### src/rtl/router_pkg.sv
// Shared router types: flit format, destination-ID field position and the credit record.
// Route compute, the allocators and the input buffers all import this package.
package router_pkg;

  localparam int unsigned FLIT_DATA_WIDTH = 16;
  localparam int unsigned DEST_ID_WIDTH   = 4;
  localparam int unsigned DEST_ID_LSB     = FLIT_DATA_WIDTH - DEST_ID_WIDTH;
  localparam int unsigned VC_INDEX_WIDTH  = 2;

  typedef logic [FLIT_DATA_WIDTH-1:0] flit_t;

  typedef struct packed {
    logic                      valid;
    logic [VC_INDEX_WIDTH-1:0] vc;
  } credit_t;

  function automatic logic [DEST_ID_WIDTH-1:0] flit_dest(input flit_t flit);
    return flit[FLIT_DATA_WIDTH-1 -: DEST_ID_WIDTH];
  endfunction

endpackage

### src/rtl/vc_fifo.sv
// Single virtual-channel circular FIFO with wrap-bit pointers and a masked head output.
// The caller gates push/pop; this block never checks full/empty on its own inputs.
module vc_fifo #(
  parameter int unsigned DEPTH = 4,
  parameter int unsigned WIDTH = 16
) (
  input  logic             clk,
  input  logic             reset,
  input  logic             push,
  input  logic             pop,
  input  logic [WIDTH-1:0] din,
  output logic [WIDTH-1:0] head,
  output logic             full,
  output logic             empty
);

  localparam int unsigned AW = $clog2(DEPTH);

  logic [AW:0]      wptr_q, rptr_q;
  logic [WIDTH-1:0] mem [DEPTH];

  always_ff @(posedge clk or negedge reset) begin
    if (!reset) begin
      wptr_q <= '0;
      rptr_q <= '0;
    end else begin
      if (push) wptr_q <= wptr_q + 1'b1;
      if (pop)  rptr_q <= rptr_q + 1'b1;
    end
  end

  // Storage is deliberately left unreset; head is masked while empty instead.
  always_ff @(posedge clk) begin
    if (push) mem[wptr_q[AW-1:0]] <= din;
  end

  always_comb begin
    empty = (wptr_q == rptr_q);
    full  = (wptr_q[AW-1:0] == rptr_q[AW-1:0]) && (wptr_q[AW] != rptr_q[AW]);
    head  = empty ? '0 : mem[rptr_q[AW-1:0]];
  end

endmodule

### src/rtl/input_vc_buffer.sv
// Per-input-port VC buffer: demuxes link flits into per-VC FIFOs, exposes heads and
// occupancy, and on a switch-stage pop registers the flit out and returns a credit.
module input_vc_buffer
  import router_pkg::*;
#(
  parameter int unsigned NUM_VC     = 4,
  parameter int unsigned BUF_DEPTH  = 4,
  parameter int unsigned FLIT_WIDTH = FLIT_DATA_WIDTH,
  parameter int unsigned VC_BITS    = $clog2(NUM_VC)
) (
  input  logic                         clk,
  input  logic                         reset,
  input  logic                         in_valid,
  input  logic [VC_BITS-1:0]           in_vc,
  input  logic [FLIT_WIDTH-1:0]        in_flit,
  input  logic                         rd_valid,
  input  logic [VC_BITS-1:0]           rd_vc,
  output logic [NUM_VC*FLIT_WIDTH-1:0] head_flit,
  output logic [NUM_VC-1:0]            vc_not_empty,
  output logic                         out_valid,
  output logic [FLIT_WIDTH-1:0]        out_flit,
  output logic                         credit_valid,
  output logic [VC_BITS-1:0]           credit_vc,
  output logic                         err_overflow,
  output logic                         err_underflow
);

  logic [NUM_VC-1:0]     push, pop, full, empty;
  logic [FLIT_WIDTH-1:0] head_arr [NUM_VC];

  logic                  pop_ok, pop_same, write_ok;
  logic                  out_valid_q, out_valid_d;
  logic [FLIT_WIDTH-1:0] out_flit_q, out_flit_d;
  credit_t               credit_q, credit_d;
  logic                  err_ovf_q, err_ovf_d, err_unf_q, err_unf_d;

  // A full VC still accepts a write when the same VC is popped this cycle.
  always_comb begin
    pop_ok   = rd_valid && !empty[rd_vc];
    pop_same = rd_valid && (rd_vc == in_vc);
    write_ok = in_valid && (!full[in_vc] || pop_same);
  end

  for (genvar v = 0; v < NUM_VC; v++) begin : g_vc
    assign push[v] = write_ok && (in_vc == VC_BITS'(v));
    assign pop[v]  = pop_ok && (rd_vc == VC_BITS'(v));

    vc_fifo #(
      .DEPTH (BUF_DEPTH),
      .WIDTH (FLIT_WIDTH)
    ) u_fifo (
      .clk   (clk),
      .reset (reset),
      .push  (push[v]),
      .pop   (pop[v]),
      .din   (in_flit),
      .head  (head_arr[v]),
      .full  (full[v]),
      .empty (empty[v])
    );

    assign head_flit[v*FLIT_WIDTH +: FLIT_WIDTH] = head_arr[v];
  end

  always_comb begin
    out_valid_d    = pop_ok;
    out_flit_d     = out_flit_q;
    credit_d       = '0;
    credit_d.valid = pop_ok;
    credit_d.vc    = credit_q.vc;
    err_ovf_d      = err_ovf_q;
    err_unf_d      = err_unf_q;
    if (pop_ok) begin
      out_flit_d  = head_arr[rd_vc];
      credit_d.vc = VC_INDEX_WIDTH'(rd_vc);
    end
    if (in_valid && !write_ok) err_ovf_d = 1'b1;
    if (rd_valid && !pop_ok)   err_unf_d = 1'b1;
  end

  always_ff @(posedge clk or negedge reset) begin
    if (!reset) begin
      out_valid_q <= 1'b0;
      out_flit_q  <= '0;
      credit_q    <= '0;
      err_ovf_q   <= 1'b0;
      err_unf_q   <= 1'b0;
    end else begin
      out_valid_q <= out_valid_d;
      out_flit_q  <= out_flit_d;
      credit_q    <= credit_d;
      err_ovf_q   <= err_ovf_d;
      err_unf_q   <= err_unf_d;
    end
  end

  assign vc_not_empty  = ~empty;
  assign out_valid     = out_valid_q;
  assign out_flit      = out_flit_q;
  assign credit_valid  = credit_q.valid;
  assign credit_vc     = VC_BITS'(credit_q.vc);
  assign err_overflow  = err_ovf_q;
  assign err_underflow = err_unf_q;

endmodule

### config.mk
export PLATFORM = sky130hd
export DESIGN_NAME = input_vc_buffer
export DESIGN_NICKNAME = d
export VERILOG_FILES = /design/src/rtl/router_pkg.sv /design/src/rtl/vc_fifo.sv /design/src/rtl/input_vc_buffer.sv
export SDC_FILE = /design/constraint.sdc
export NUM_CORES = 1
export LEC_CHECK = 0
export CELL_PAD_IN_SITES_DETAIL_PLACEMENT = 0
export CELL_PAD_IN_SITES_GLOBAL_PLACEMENT = 1
export CORE_MARGIN = 3
export CORE_UTILIZATION = 40
export CTS_BUF_LIST = sky130_fd_sc_hd__clkbuf_4 sky130_fd_sc_hd__clkbuf_8
export DETAILED_ROUTE_END_ITERATION = 10
export HOLD_SLACK_MARGIN = 0.02
export PLACE_DENSITY_LB_ADDON = 0.05
export SETUP_SLACK_MARGIN = 0.05
export SKIP_CTS_REPAIR_TIMING = 1
export SYNTH_ARGS = -nofsm -noshare
export SYNTH_HDL_FRONTEND = slang
export SYNTH_SLANG_ARGS = --single-unit
### constraint.sdc
create_clock -name clk -period 3.1 [get_ports clk]
set_input_delay 0.775 -clock clk [delete_from_list [all_inputs] [get_ports clk]]
set_output_delay 0.775 -clock clk [all_outputs]
set_load 0.01 [all_outputs]
* Word level (Yosys, flattened, before mapping)
Memories as Yosys holds them, arrays and structs flattened.
Cells that the tools add are included.
** Word-level totals
- Word-level logic and storage cells :: 92
- Register bits :: 45
- RAM bits :: 256
- Input port bits :: 24
- Memories :: 4
- Output and inout port bits :: 90
** Cells by class
- Reduce and logical (&&, ||, !) cells :: 24
- Equality and inequality tests :: 19
- $add $sub $neg :: 8
- Order comparisons :: 3
- Bitwise gates (word level) :: 2
- Muxes and demuxes :: 19
** Memories
- g_vc[0].u_fifo.mem :: words 4, bits a word 16, rd ports 1, clocked after Yosys merged registers in 0, write ports 1, RTL line vc_fifo.sv:20 : logic [WIDTH-1:0] mem [DEPTH];
- g_vc[1].u_fifo.mem :: words 4, bits a word 16, rd ports 1, clocked after Yosys merged registers in 0, write ports 1, RTL line vc_fifo.sv:20
- g_vc[2].u_fifo.mem :: words 4, bits a word 16, rd ports 1, clocked after Yosys merged registers in 0, write ports 1, RTL line vc_fifo.sv:20
- g_vc[3].u_fifo.mem :: words 4, bits a word 16, rd ports 1, clocked after Yosys merged registers in 0, write ports 1, RTL line vc_fifo.sv:20
** Operator list (number)
- 2-to-1 mux 16 bit :: 6
- binary-select mux 16 bit (select 2 bit) :: 1
- adder 3 x 1 -> 3 bit, second input constant :: 8
- logical AND 1 bit :: 17
- == test 3 bit :: 4
- == test 2 bit :: 5
- 2-to-1 mux 1 bit :: 10
- == test 2 bit, second input constant :: 4
- < comparator 2 x 3 -> 1 bit, second input constant :: 2
- binary-select mux 1 bit (select 2 bit) :: 2
- == test 2 x 1 -> 1 bit, second input constant :: 2
- logical NOT 1 bit :: 4
- logical NOT 2 bit :: 2
- inequality test 1 bit :: 4
- NOT 4 bit :: 1
- greater-or-equal comparator 3 bit, second input constant :: 1
- NOT 2 -> 3 bit :: 1
- logical OR 1 bit :: 1

* Depth between registers and ports, before layout
- Word-level depth :: 10
- Gate-level depth with buffers :: 7
- Mapped depth without buffers :: 6

* Modules after synthesis
Synthesis repeated with hierarchy kept, for this count alone.
** Second synthesis, totals
- Cells, all modules :: 628
- Area total of the unflattened synthesis :: 13003.7 µm²
** Modules (own cells, without submodules)
- vc_fifo :: area an instance 2886.5 µm², seq. area each 2072.0 µm², cells each 134, instances 4
- input_vc_buffer :: area an instance 1457.6 µm², seq. area each 525.5 µm², cells each 92, instances 1

* Worst setup path before layout
No wires, ideal clock.
- Path type :: in2reg
- From :: input rd_vc[0]
- To :: memory g_vc[1].u_fifo.mem[3][0] (enable)
- Path buffers :: 1
- Data arrival time :: 2.406 ns
- Stages on the path :: 5
- Data required time :: 2.725 ns
- Setup slack :: 0.319 ns
- Library setup time :: 0.375 ns
- Cell sequence :: clkbuf_1 xnor2_1 nand3_1 a311oi_2 and2_1
** On the way
- Word-level cells in the longest chain between the ends :: 7
** Ends and longest elaborated chain
- start, declared :: RTL line input_vc_buffer.sv:17 : input logic [VC_BITS-1:0] rd_vc,
- == test 2 bit :: RTL line input_vc_buffer.sv:40 : pop_same = rd_valid && (rd_vc == in_vc);
- logical AND 1 bit :: RTL line input_vc_buffer.sv:40
- logical OR 1 bit :: RTL line input_vc_buffer.sv:41 : write_ok = in_valid && (!full[in_vc] || pop_same);
- logical AND 1 bit :: RTL line input_vc_buffer.sv:41
- logical AND 1 bit :: RTL line input_vc_buffer.sv:45 : assign push[v] = write_ok && (in_vc == VC_BITS'(v));
- 2-to-1 mux 1 bit :: RTL line vc_fifo.sv:34 : if (push) mem[wptr_q[AW-1:0]] <= din;
- 2-to-1 mux 1 bit (implied by the code) :: RTL line vc_fifo.sv:34
- end, declared :: RTL line vc_fifo.sv:20
No other way between the ends.

* Worst setup path after layout
- From :: register g_vc[1].u_fifo.rptr_q[0]
- To :: output head_flit[27]
** On the way
- Word-level cells in the longest chain between the ends :: 2
- Elaborated cells between the ends (all ways) :: 3
- Those cells by class :: eq/ne: 1; mux: 1; memory: 1
** Ends and longest elaborated chain
- start, declared :: RTL line vc_fifo.sv:19 : logic [AW:0] wptr_q, rptr_q;
- start signal, assigned :: RTL line vc_fifo.sv:28 : if (pop) rptr_q <= rptr_q + 1'b1;
- memory (4 x 16 bit) / == test 3 bit (equally long branches)
- 2-to-1 mux 16 bit (*) :: RTL line vc_fifo.sv:40 : head = empty ? '0 : mem[rptr_q[AW-1:0]];
- end, declared :: RTL line input_vc_buffer.sv:18 : output logic [NUM_VC*FLIT_WIDTH-1:0] head_flit,
Every way passes the cells marked *; elsewhere a longest branch is shown, timed or not.

==> impl_metrics.toml <==
[outcome]
status = "finished clean"

[detailed_routing]
num_vias = 7147
drc = 0
drt_iter0_markers = 492
via_per_inst = 5.39
avgRoutedWirePerCell_um = 25.0
antenna_left = 0
routed_wl_mm = 33.2
drt_first_pass_iters = 5

[timing]
max_slew_margin_pct = 22.0
final.min_clock_period_ns = 3.08
skew_ns = 0.0171
slew_viol_final = 0
fmax_mhz = 325
period_share_pct = 99.2
rsz0062_at_grt = "yes"
setup_tns_ns = 0
tightestPinTransition_ns = 1.16
setup_viol = 0
hold_violations = 0

[power]
power_mw = 17.3
p_seq_share_pct = 30.6
power.switching_mw = 6.08
leakage_nw = 6.42
vdd_ir_drop_max_mv = 0.541
p_per_area_mw_per_mm2 = 1050
p_int_mw = 11.3
swShare_pct = 35.1
p_clk_share_pct = 20.4
combPwrFrac_pct = 49.0

[logic_synthesis]
synthCells = 664
synthArstFlopShare_pct = 15.0
mappedNetlistArea_mm2 = 0.0127
yosys.area.top_type_share_pct = 60.3
synth_cell_types = 44
ys_top_cells_by_area = "edfxtp_1, mux4_2, dfrtp_1"
synth_top_cell_by_area = "edfxtp_1"
synth_edf_count = 256
avgSynthCellArea_um2 = 19.2
ys_warn_count = 0
ys.flop_type = "edfxtp_1"
syn_nets = 708
yosysSeqAreaShare_pct = 69.2
ys_seq_elements = 301

[die]
start_util_pct = 41.1
die_y_um = 184
die_w_um = 184
core-area_mm2 = 0.0310
dieArea_mm2 = 0.0340
rows = 64
io_pins = 114

[clocking]
cts_tree = "built"
insertion_delay_ns = 0.57
clock_path_buffers = 3
clk_pin_slew_worst_paths_ns = 0.06
numCtsBuffers = 51
htree_num_levels = 2
clock_sinks = 301
root_buffer = "clkbuf_8"

[finish]
multi_input_area_mm2 = 0.00373
nNetsFinal = 932
n_antenna_cell = 0
fillers = 2535
postLayoutCoreUtil_pct = 53.2
fin_cells = 1327
layout-drive-gt1-share_pct = 33.1
ff_latch_area_mm2 = 0.00882
syn_to_final_growth_pct = 29.4
final_cell_area_mm2 = 0.0165

[placed_design]
post_dp_cell_area_mm2 = 0.0148
dpl.cell_count = 1188
dp_hpwl_mm = 21.7
place_congestion = 0.802
io_buffers = 113

[grt]
grt_overflow = 0
grt_pass1_vias = 7566
grt_pass1_wl_mm = 48.4
antenna_found_initial = 0
track_usage_pct = 19.3
grt_start_max_net_pins = 35

[worst_setup_path]
required_ns = 2.32
start_kind = "register"
worstPathCellList = "buf_4 -> xor2_2 -> buf_6 -> buf_4 -> buf_4 -> o31a_1 -> dlymetal6s2s_1"
path_common_cell = "buf_4"
cpPeakStageDelay_ns = 0.45
crit_arrival_ns = 2.30
end_kind = "output port"
path_max_fanout = 11
slowest_stage = "dfrtp_2"
worstSetupPathType = "register to output port"

[min_path]
hold_class = "input pin to asynchronous set/reset pin"

[flow_run]
maxCapViolations = 0
==> state kept, by name, summed over array words and instances (netlist names) <==
signal              flops
err_overflow            1
credit_valid            1
g_vc.u_fifo.wptr_q     12
g_vc.u_fifo.rptr_q     12
out_flit               16
credit_vc               2
g_vc.u_fifo.mem       256
err_underflow           1
==> worst paths after layout <==
check | cells past startpoint | from | endpoint | slack (ns)
worst max register to register | 9 | g_vc[1].u_fifo.rptr_q[0]$_DFFE_PN0P_ | out_flit[6]$_DFFE_PN0P_ | 0.62
worst min-delay path | 1 | reset | g_vc[3].u_fifo.wptr_q[0]$_DFFE_PN0P_ | 0.34
max in group asynchronous | 2 | reset | g_vc[0].u_fifo.rptr_q[0]$_DFFE_PN0P_ | 2.00
worst min register to register | 1 | err_underflow$_DFFE_PN0P_ | err_underflow$_DFFE_PN0P_ | 0.48
min in group clk | 1 | err_underflow$_DFFE_PN0P_ | err_underflow$_DFFE_PN0P_ | 0.48
worst max-delay path | 7 | g_vc[1].u_fifo.rptr_q[0]$_DFFE_PN0P_ | head_flit[27] | 0.02
==> through the flow <==
step	hold slack, ns	worst slack (ns)
detailed placement	0.470	0.0645
finish	0.339	0.0233
CTS	0.344	-0.310
floorplan	0.460	0.319
global route	0.363	-0.0584
global placement	0.459	0.0891
==> cell usage after synthesis, types with 2 or more instances <==
cell / n
edfxtp_1: 256
mux4_2: 61
and2_1: 51
dfrtp_1: 45
o31a_1: 45
ha_1: 20
mux2_2: 20
a211o_1: 15
a22o_1: 15
clkbuf_1: 14
inv_1: 14
xnor2_1: 14
nand2_1: 13
xor2_1: 10
buf_2: 7
buf_6: 7
xor2_2: 6
mux4_1: 5
buf_4: 4
nor2_1: 4
o21ai_0: 4
nand3_1: 3
nor2b_1: 3
a21oi_1: 2
a311oi_2: 2
and3_1: 2
buf_1: 2
nor3_1: 2
nor3_2: 2
nor3b_1: 2
==> worst max-delay path, delay by kind of cell (launching register included) <==
| family | cells | cell delay (ns) |
|---|---|---|
| buffers and inverters | 5 | 0.82 |
| DFF | 1 | 0.45 |
| AOI/OAI and AO/OA | 1 | 0.31 |
| xor gates and xnor gates | 1 | 0.15 |
==> cell usage in the layout, fill, tap and decap left out, types with 6 or more instances in the layout <==
cell type and n:
a211o_1 15, a22o_1 15, and2_1 43, and2_4 8, buf_12 28, buf_4 53
buf_6 13, clkbuf_2 6, clkbuf_4 21, clkbuf_8 54, clkdlybuf4s50_1 47, clkinv_1 8
clkinv_2 9, dfrtp_1 41, dlymetal6s2s_1 54, edfxtp_1 256, ha_1 20, inv_1 14
mux2_2 20, mux4_2 62, nand2_1 13, o31a_1 45, xnor2_1 11, xor2_1 10
==> power groups by stage <==
stage / clock network [mW] / logic (mW) / registers, mW
2_1_floorplan: 0 / 4.14 / 5.26
3_3_place_gp: 0 / 7.76 / 5.33
3_5_place_dp: 0 / 7.79 / 5.35
4_1_cts: 3.65 / 7.86 / 5.27
5_1_grt: 3.86 / 9.04 / 5.36
6_report: 3.54 / 8.50 / 5.30
==> layout make-up <==
cell class,instances,share of cell area (%)
clock buffers,75,5.46
multi-input cells,314,22.6
flip-flops and latches,301,53.5
clock inverters,21,0.782
inverters,14,0.319
well taps,396,3.01
repair buffers,206,14.3
==> cell families after synthesis <==
group,after synthesis,share of synthesized area (%)
buffers and inverters,49,2.17
XOR/XNOR,31,2.63
AND/OR/NAND/NOR,86,3.95
flip-flops,301,69.2
multiplexers,88,13.8
adder cells (fa/ha/maj),20,1.96
AO/OA/AOI/OAI,89,6.34
==> routing by layer <==
layer / vias to the layer above / track usage [%] / share of wire (%)
met5: - / 0 / 0
met4: 0 / 6.26 / 2.7
met3: 60 / 3.51 / 5.5
met2: 244 / 31.7 / 49
met1: 3716 / 26.2 / 43
li1: 3127 / - / -
(Power assumes the default switching activity.)
